===== config.mk =====
export PLATFORM = sky130hd
export DESIGN_NAME = uut_result_capture
export DESIGN_NICKNAME = d
export VERILOG_FILES = /design/src/rtl/autotest_pkg.sv /design/src/rtl/sat_counter.sv /design/src/rtl/uut_result_capture.sv
export SDC_FILE = /design/constraint.sdc
export NUM_CORES = 1
export LEC_CHECK = 0
export CAP_MARGIN = 25
export CORE_MARGIN = 2
export CORE_UTILIZATION = 25
export DETAILED_ROUTE_END_ITERATION = 6
export GPL_TIMING_DRIVEN = 0
export HOLD_SLACK_MARGIN = 0.06
export PLACE_DENSITY = 0.5
export SLEW_MARGIN = 20
export SYNTH_ARGS = -nofsm -noshare
export SYNTH_HDL_FRONTEND = slang
export SYNTH_SLANG_ARGS = --single-unit

===== constraint.sdc =====
create_clock -name clk -period 2.95 [get_ports clk]
set_input_delay 0.4425 -clock clk [delete_from_list [all_inputs] [get_ports clk]]
set_output_delay 0.4425 -clock clk [all_outputs]
set_load 0.01 [all_outputs]

===== src/rtl/autotest_pkg.sv =====
// Shared types and widths for the PRESENT autotest datapath.
// Holds the capture FSM state encoding and the cipher block/key widths.
package autotest_pkg;

  localparam int BLOCK_W = 64;
  localparam int KEY_W   = 80;

  typedef enum logic [1:0] {
    IDLE = 2'd0,
    RUN  = 2'd1,
    DONE = 2'd2
  } cap_state_t;

endpackage


===== src/rtl/sat_counter.sv =====
// Saturating up-counter: sticks at all-ones instead of wrapping.
// Latency: dout updates one cycle after clr/en; clr has priority over en.
// Backpressure: none, en simply stalls the count.
module sat_counter #(
  parameter int WIDTH = 32
) (
  input  logic             clk,
  input  logic             rst,
  input  logic             clr,
  input  logic             en,
  output logic [WIDTH-1:0] dout
);

  always_ff @(posedge clk) begin
    if (!rst) begin
      dout <= '0;
    end else if (clr) begin
      dout <= '0;
    end else if (en && !(&dout)) begin
      dout <= dout + WIDTH'(1);
    end
  end

endmodule


===== src/rtl/uut_result_capture.sv =====
// Measures UUT latency from rst_uut release to its done flag and holds the result.
// Latency: all outputs registered, result_valid rises the cycle after the done flag.
// Backpressure: result held in DONE until result_ack; new starts ignored meanwhile.
module uut_result_capture
  import autotest_pkg::*;
#(
  parameter int          CNT_WIDTH      = 32,
  parameter logic [31:0] TIMEOUT_CYCLES = 32'd1000000
) (
  input  logic                 clk,
  input  logic                 rst,
  input  logic                 rst_uut,
  input  logic                 encdec_uut,
  input  logic                 end_enc_uut,
  input  logic                 end_dec_uut,
  input  logic [BLOCK_W-1:0]   block_o_uut,
  input  logic                 result_ack,
  output logic                 result_valid,
  output logic [BLOCK_W-1:0]   result_block,
  output logic [CNT_WIDTH-1:0] cycle_count,
  output logic                 timeout,
  output logic                 busy
);

  localparam logic [CNT_WIDTH-1:0] TO_LIM = CNT_WIDTH'(TIMEOUT_CYCLES);

  cap_state_t           state;
  cap_state_t           state_nxt;
  logic                 rst_uut_q;
  logic                 op_q;
  logic [CNT_WIDTH-1:0] cnt;
  logic [CNT_WIDTH-1:0] cnt_inc;
  logic                 done_flag;
  logic                 start;
  logic                 cap_done;
  logic                 cap_to;

  sat_counter #(
    .WIDTH (CNT_WIDTH)
  ) u_cnt (
    .clk  (clk),
    .rst  (rst),
    .clr  (start),
    .en   (state == RUN),
    .dout (cnt)
  );

  always_ff @(posedge clk) begin
    if (!rst) begin
      state <= IDLE;
    end else begin
      state <= state_nxt;
    end
  end

  always_comb begin
    state_nxt = state;
    start     = 1'b0;
    cap_done  = 1'b0;
    cap_to    = 1'b0;
    done_flag = op_q ? end_enc_uut : end_dec_uut;
    cnt_inc   = (&cnt) ? cnt : cnt + CNT_WIDTH'(1);
    case (state)
      IDLE: begin
        if (rst_uut_q && !rst_uut) begin
          start     = 1'b1;
          state_nxt = RUN;
        end
      end
      RUN: begin
        // A reasserted UUT reset abandons the measurement outright.
        if (rst_uut) begin
          state_nxt = IDLE;
        end else if (done_flag) begin
          cap_done  = 1'b1;
          state_nxt = DONE;
        end else if (cnt_inc == TO_LIM) begin
          cap_to    = 1'b1;
          state_nxt = DONE;
        end
      end
      DONE: begin
        if (result_ack) begin
          state_nxt = IDLE;
        end
      end
      default: state_nxt = IDLE;
    endcase
  end

  always_ff @(posedge clk) begin
    if (!rst) begin
      rst_uut_q    <= 1'b0;
      op_q         <= 1'b0;
      result_block <= '0;
      cycle_count  <= '0;
      timeout      <= 1'b0;
      result_valid <= 1'b0;
      busy         <= 1'b0;
    end else begin
      // Frozen in DONE so a rst_uut toggle there cannot arm a new run.
      if (state != DONE) begin
        rst_uut_q <= rst_uut;
      end
      if (start) begin
        op_q <= encdec_uut;
      end
      if (cap_done) begin
        result_block <= block_o_uut;
        cycle_count  <= cnt_inc;
        timeout      <= 1'b0;
      end else if (cap_to) begin
        result_block <= '0;
        cycle_count  <= TO_LIM;
        timeout      <= 1'b1;
      end
      result_valid <= (state_nxt == DONE);
      busy         <= (state_nxt == RUN);
    end
  end

endmodule


==> qor.log <==
qor: run_status.status finished with violations
qor: run_status.violations negative setup slack
qor: synthesis.flip_flop_and_latch_count_after_synthesis 135
qor: route.drt-pass1-iter-count 5
qor: finish.final_layout_size_suffix_gt1_frac 0.194
qor: global_routing.grt_max_degree 17
qor: route.totalWireLength 22.9 mm
qor: die.die-height 160 um
qor: route.detail_route.drc_violations 0
qor: synthesis.synth_ff_type sky130_fd_sc_hd__dfxtp_1
qor: worst_setup_path.critical_path.startpoint_type flip-flop
qor: clocking.cts_root_buffer sky130_fd_sc_hd__clkbuf_16
qor: synthesis.postSynth.asyncResetShare 0
qor: worst_setup_path.path_max_fanout 8
qor: synthesis.synth.avg_cell_area 7.98 um2
qor: sta.final_min_period_over_clock_period 1.01
qor: run.maxCapViolations 0
qor: sta.setup_viol 10
qor: pwr.power_per_cell_area 437 mW/mm2
qor: clocking.cts-hold-fix-buffers 0
qor: place.portBuffers 169
qor: clocking.worst_skew_pair.late_latency 0.43 ns
qor: sta.clock_skew 0.0100 ns
qor: global_routing.antenna_found_initial 0
qor: pwr.worst_ir_drop_vdd 0.000348 V
qor: synthesis.yosys_warnings 0
qor: die.dieWidth 160 um
qor: clocking.cts-root-to-sink-buffers 2
qor: worst_setup_path.worst-setup-path-type reg2reg
qor: pwr.static-leakage-power 3.42 nW
qor: finish.area_growth 59.8%
qor: route.detail_route.vias_per_cell 4.85
qor: synthesis.synthCells 761
qor: place.gp_congestion 0.878
qor: sta.hold_viol_final 0
qor: place.dp_hpwl 16.0 mm
qor: route.drt.antenna.violating_nets 0
qor: die.top_level_ports 170
qor: route.via_count 6398
qor: finish.nNetsFinal 1055
qor: worst_setup_path.worst_setup_path_end_kind flip-flop
qor: finish.postLayoutCoreUtil 0.403
qor: global_routing.globalRouteOverflowTotal 0
qor: synthesis.synth_edf_count 0
qor: worst_setup_path.cp.required 3.32 ns
qor: sta.timing.final.ws_setup -0.0250 ns
qor: sta.setup_repair_after_global_routing_missed_its_margin true
qor: global_routing.grt_pass1_vias 6108
qor: route.drt_iter0_markers 515
qor: worst_setup_path.worst_path_max_delay_cell sky130_fd_sc_hd__or4_4
qor: sta.tightestPinTransition 0.740 ns
qor: clocking.cts_made_buffers 17
qor: worst_hold_path.hold_path_class reg2reg
qor: synthesis.ys_seq_area_frac 0.445
qor: global_routing.gr-usage-all-layers 0.173
qor: worst_setup_path.worstPathCellList nand4_4, or4_4, nor2_4, xnor2_2, or4_4, nor4_4, buf_4, buf_12, buf_12, buf_8, o311a_1
qor: sta.timing.max_slew.rel_slack 0.499
qor: sta.totalNegativeSetupSlack -0.150 ns
qor: worst_setup_path.worstPathArrival 3.35 ns
qor: synthesis.mappedNetlistArea 0.00607 mm2
qor: clocking.deepest_level_of_the_cts_h_tree 4
qor: sta.clock.fmax 0.336 GHz
qor: clocking.tritoncts_clock_tree yes
qor: global_routing.grt_pass1_wl 35.1 mm
qor: clocking.clk_pin_slew_worst_paths 0.06 ns
qor: clocking.clock_sinks 135
qor: sta.drv_slew 0
qor: die.die-area 0.0256 mm2
qor: worst_setup_path.worst_path_dominant_cell_family simple AND/OR/NAND/NOR gates
qor: die.start_util 0.252
qor: synthesis.netlist-cell-type-count 54
qor: place.placedInstanceArea 0.00818 mm2
qor: die.placementRows 57
qor: die.core_region_area 0.0241 mm2
qor: finish.antenna_cells 0
qor: finish.post-route-cell-area 0.00971 mm2
qor: route.detail_route.wl_per_cell 17.4 um
qor: sta.final.min_clock_period 2.98 ns
qor: worst_setup_path.delay_of_the_slowest_critical_path_stage 0.61 ns
qor: synthesis.syn_nets 833
qor: worst_setup_path.critical_path.n_buffers_inverters 4
flip-flops by register name, summed over array words and instances, names as in the netlist:
signal	flops
timeout	1
rst_uut_q	1
result_valid	1
state	2
op_q	1
cycle_count	32
result_block	64
u_cnt.dout	32
busy	1
layout by cell type (no fill, tap or decap), drive strengths merged, types with 8 or more instances in the layout:
cell / n
clkdlybuf4s50: 169
dfxtp: 135
nand2: 118
nand3: 107
o21ai: 105
clkbuf: 64
buf: 55
nor2: 42
xor2: 28
xnor2: 21
nor3: 15
nand4: 14
a21oi: 12
nor4: 11
o22ai: 9
inv: 9
and3: 8
metrics by stage:
step / cells / setup slack (ns) / total power [mW] / hold WS, ns
floorplan: 761 / 0.0114 / 1.94 / 0.452
global placement: 1254 / -1.24 / 2.09 / 0.451
detailed placement: 1254 / -1.15 / 2.09 / 0.460
CTS: 1308 / -0.00398 / 4.28 / 0.470
global route: 1320 / -0.127 / 4.37 / 0.499
finish: 1320 / -0.0250 / 4.25 / 0.468
synth_stat cells, types with 10 or more instances:
cell / number / area share
sky130_fd_sc_hd__dfxtp_1: 135 / 0.44
sky130_fd_sc_hd__nand2_1: 118 / 0.073
sky130_fd_sc_hd__nand3_1: 107 / 0.088
sky130_fd_sc_hd__o21ai_0: 101 / 0.083
sky130_fd_sc_hd__clkbuf_1: 48 / 0.030
sky130_fd_sc_hd__nor2_1: 41 / 0.025
sky130_fd_sc_hd__xor2_1: 28 / 0.040
sky130_fd_sc_hd__xnor2_1: 21 / 0.030
sky130_fd_sc_hd__nor3_1: 15 / 0.012
sky130_fd_sc_hd__nand4_1: 13 / 0.013
sky130_fd_sc_hd__a21oi_1: 12 / 0.0099
sky130_fd_sc_hd__nor4_1: 10 / 0.010
worst reg2reg max path: stages (launching register included):
cell                      delay, ns
sky130_fd_sc_hd__dfxtp_4       0.39
sky130_fd_sc_hd__nand4_4       0.12
sky130_fd_sc_hd__or4_4         0.61
sky130_fd_sc_hd__nor2_4        0.16
sky130_fd_sc_hd__xnor2_2       0.09
sky130_fd_sc_hd__or4_4         0.56
sky130_fd_sc_hd__nor4_4        0.31
sky130_fd_sc_hd__buf_4         0.16
sky130_fd_sc_hd__buf_12        0.12
sky130_fd_sc_hd__buf_12        0.12
sky130_fd_sc_hd__buf_8         0.14
sky130_fd_sc_hd__o311a_1       0.15
power breakdown:
part           internal [mW]  switching, mW  total, mW  leakage, nW
logic                  0.119         0.0919      0.210         2.04
clock network           1.27          0.923       2.19        0.282
registers               1.83        0.00809       1.84         1.10
worst paths after layout:
path                                   endpoint  slack [ns]  depth (start not counted)            start
worst min-delay path            cycle_count[15]        0.47                          2  cycle_count[15]
worst max register to register   cycle_count[9]       -0.03                         11    u_cnt.dout[1]
worst min register to register  cycle_count[15]        0.47                          2  cycle_count[15]
worst max-delay path             cycle_count[9]       -0.03                         11    u_cnt.dout[1]
kinds of logic (layout without fill, tap and decap cells):
family,count (synthesis),after routing,synth area share
AND/OR/NAND/NOR,345,345,0.274
AO/OA/AOI/OAI,155,155,0.148
buffers and inverters,70,305,0.0505
multiplexers,6,6,0.0101
XOR/XNOR,49,49,0.0707
flip-flops,135,135,0.445
adder cells (fa/ha/maj),1,1,0.00206
cell type report:
class | count | area [um2]
inverter | 3 | 11.3
clock inverter | 14 | 166
fill | 2487 | 14400
sequential | 135 | 2730
clock buffer | 18 | 429
multi-input combinational | 556 | 3450
timing repair buffer | 215 | 2180
tap | 324 | 405
buffer | 55 | 344
metal layers:
| layer | routed length [um] | share of wire | vias to the layer above | global-route usage |
|---|---|---|---|---|
| met5 | 0 | 0 | - | 0 |
| met4 | 255 | 0.011 | 0 | 0.0430 |
| met3 | 1380 | 0.060 | 23 | 0.0348 |
| met2 | 10700 | 0.47 | 241 | 0.280 |
| met1 | 10600 | 0.46 | 3007 | 0.237 |
| li1 | - | - | 3127 | - |
what timing repair did:
action                                  4_1_cts  5_1_grt
pin swaps                                    11       56
endpoints found under the setup margin      111      109
cloned                                        3        4
gates resized for setup                      62      123
setup buffers                                27       12
Power figures use the tool's default switching activity.
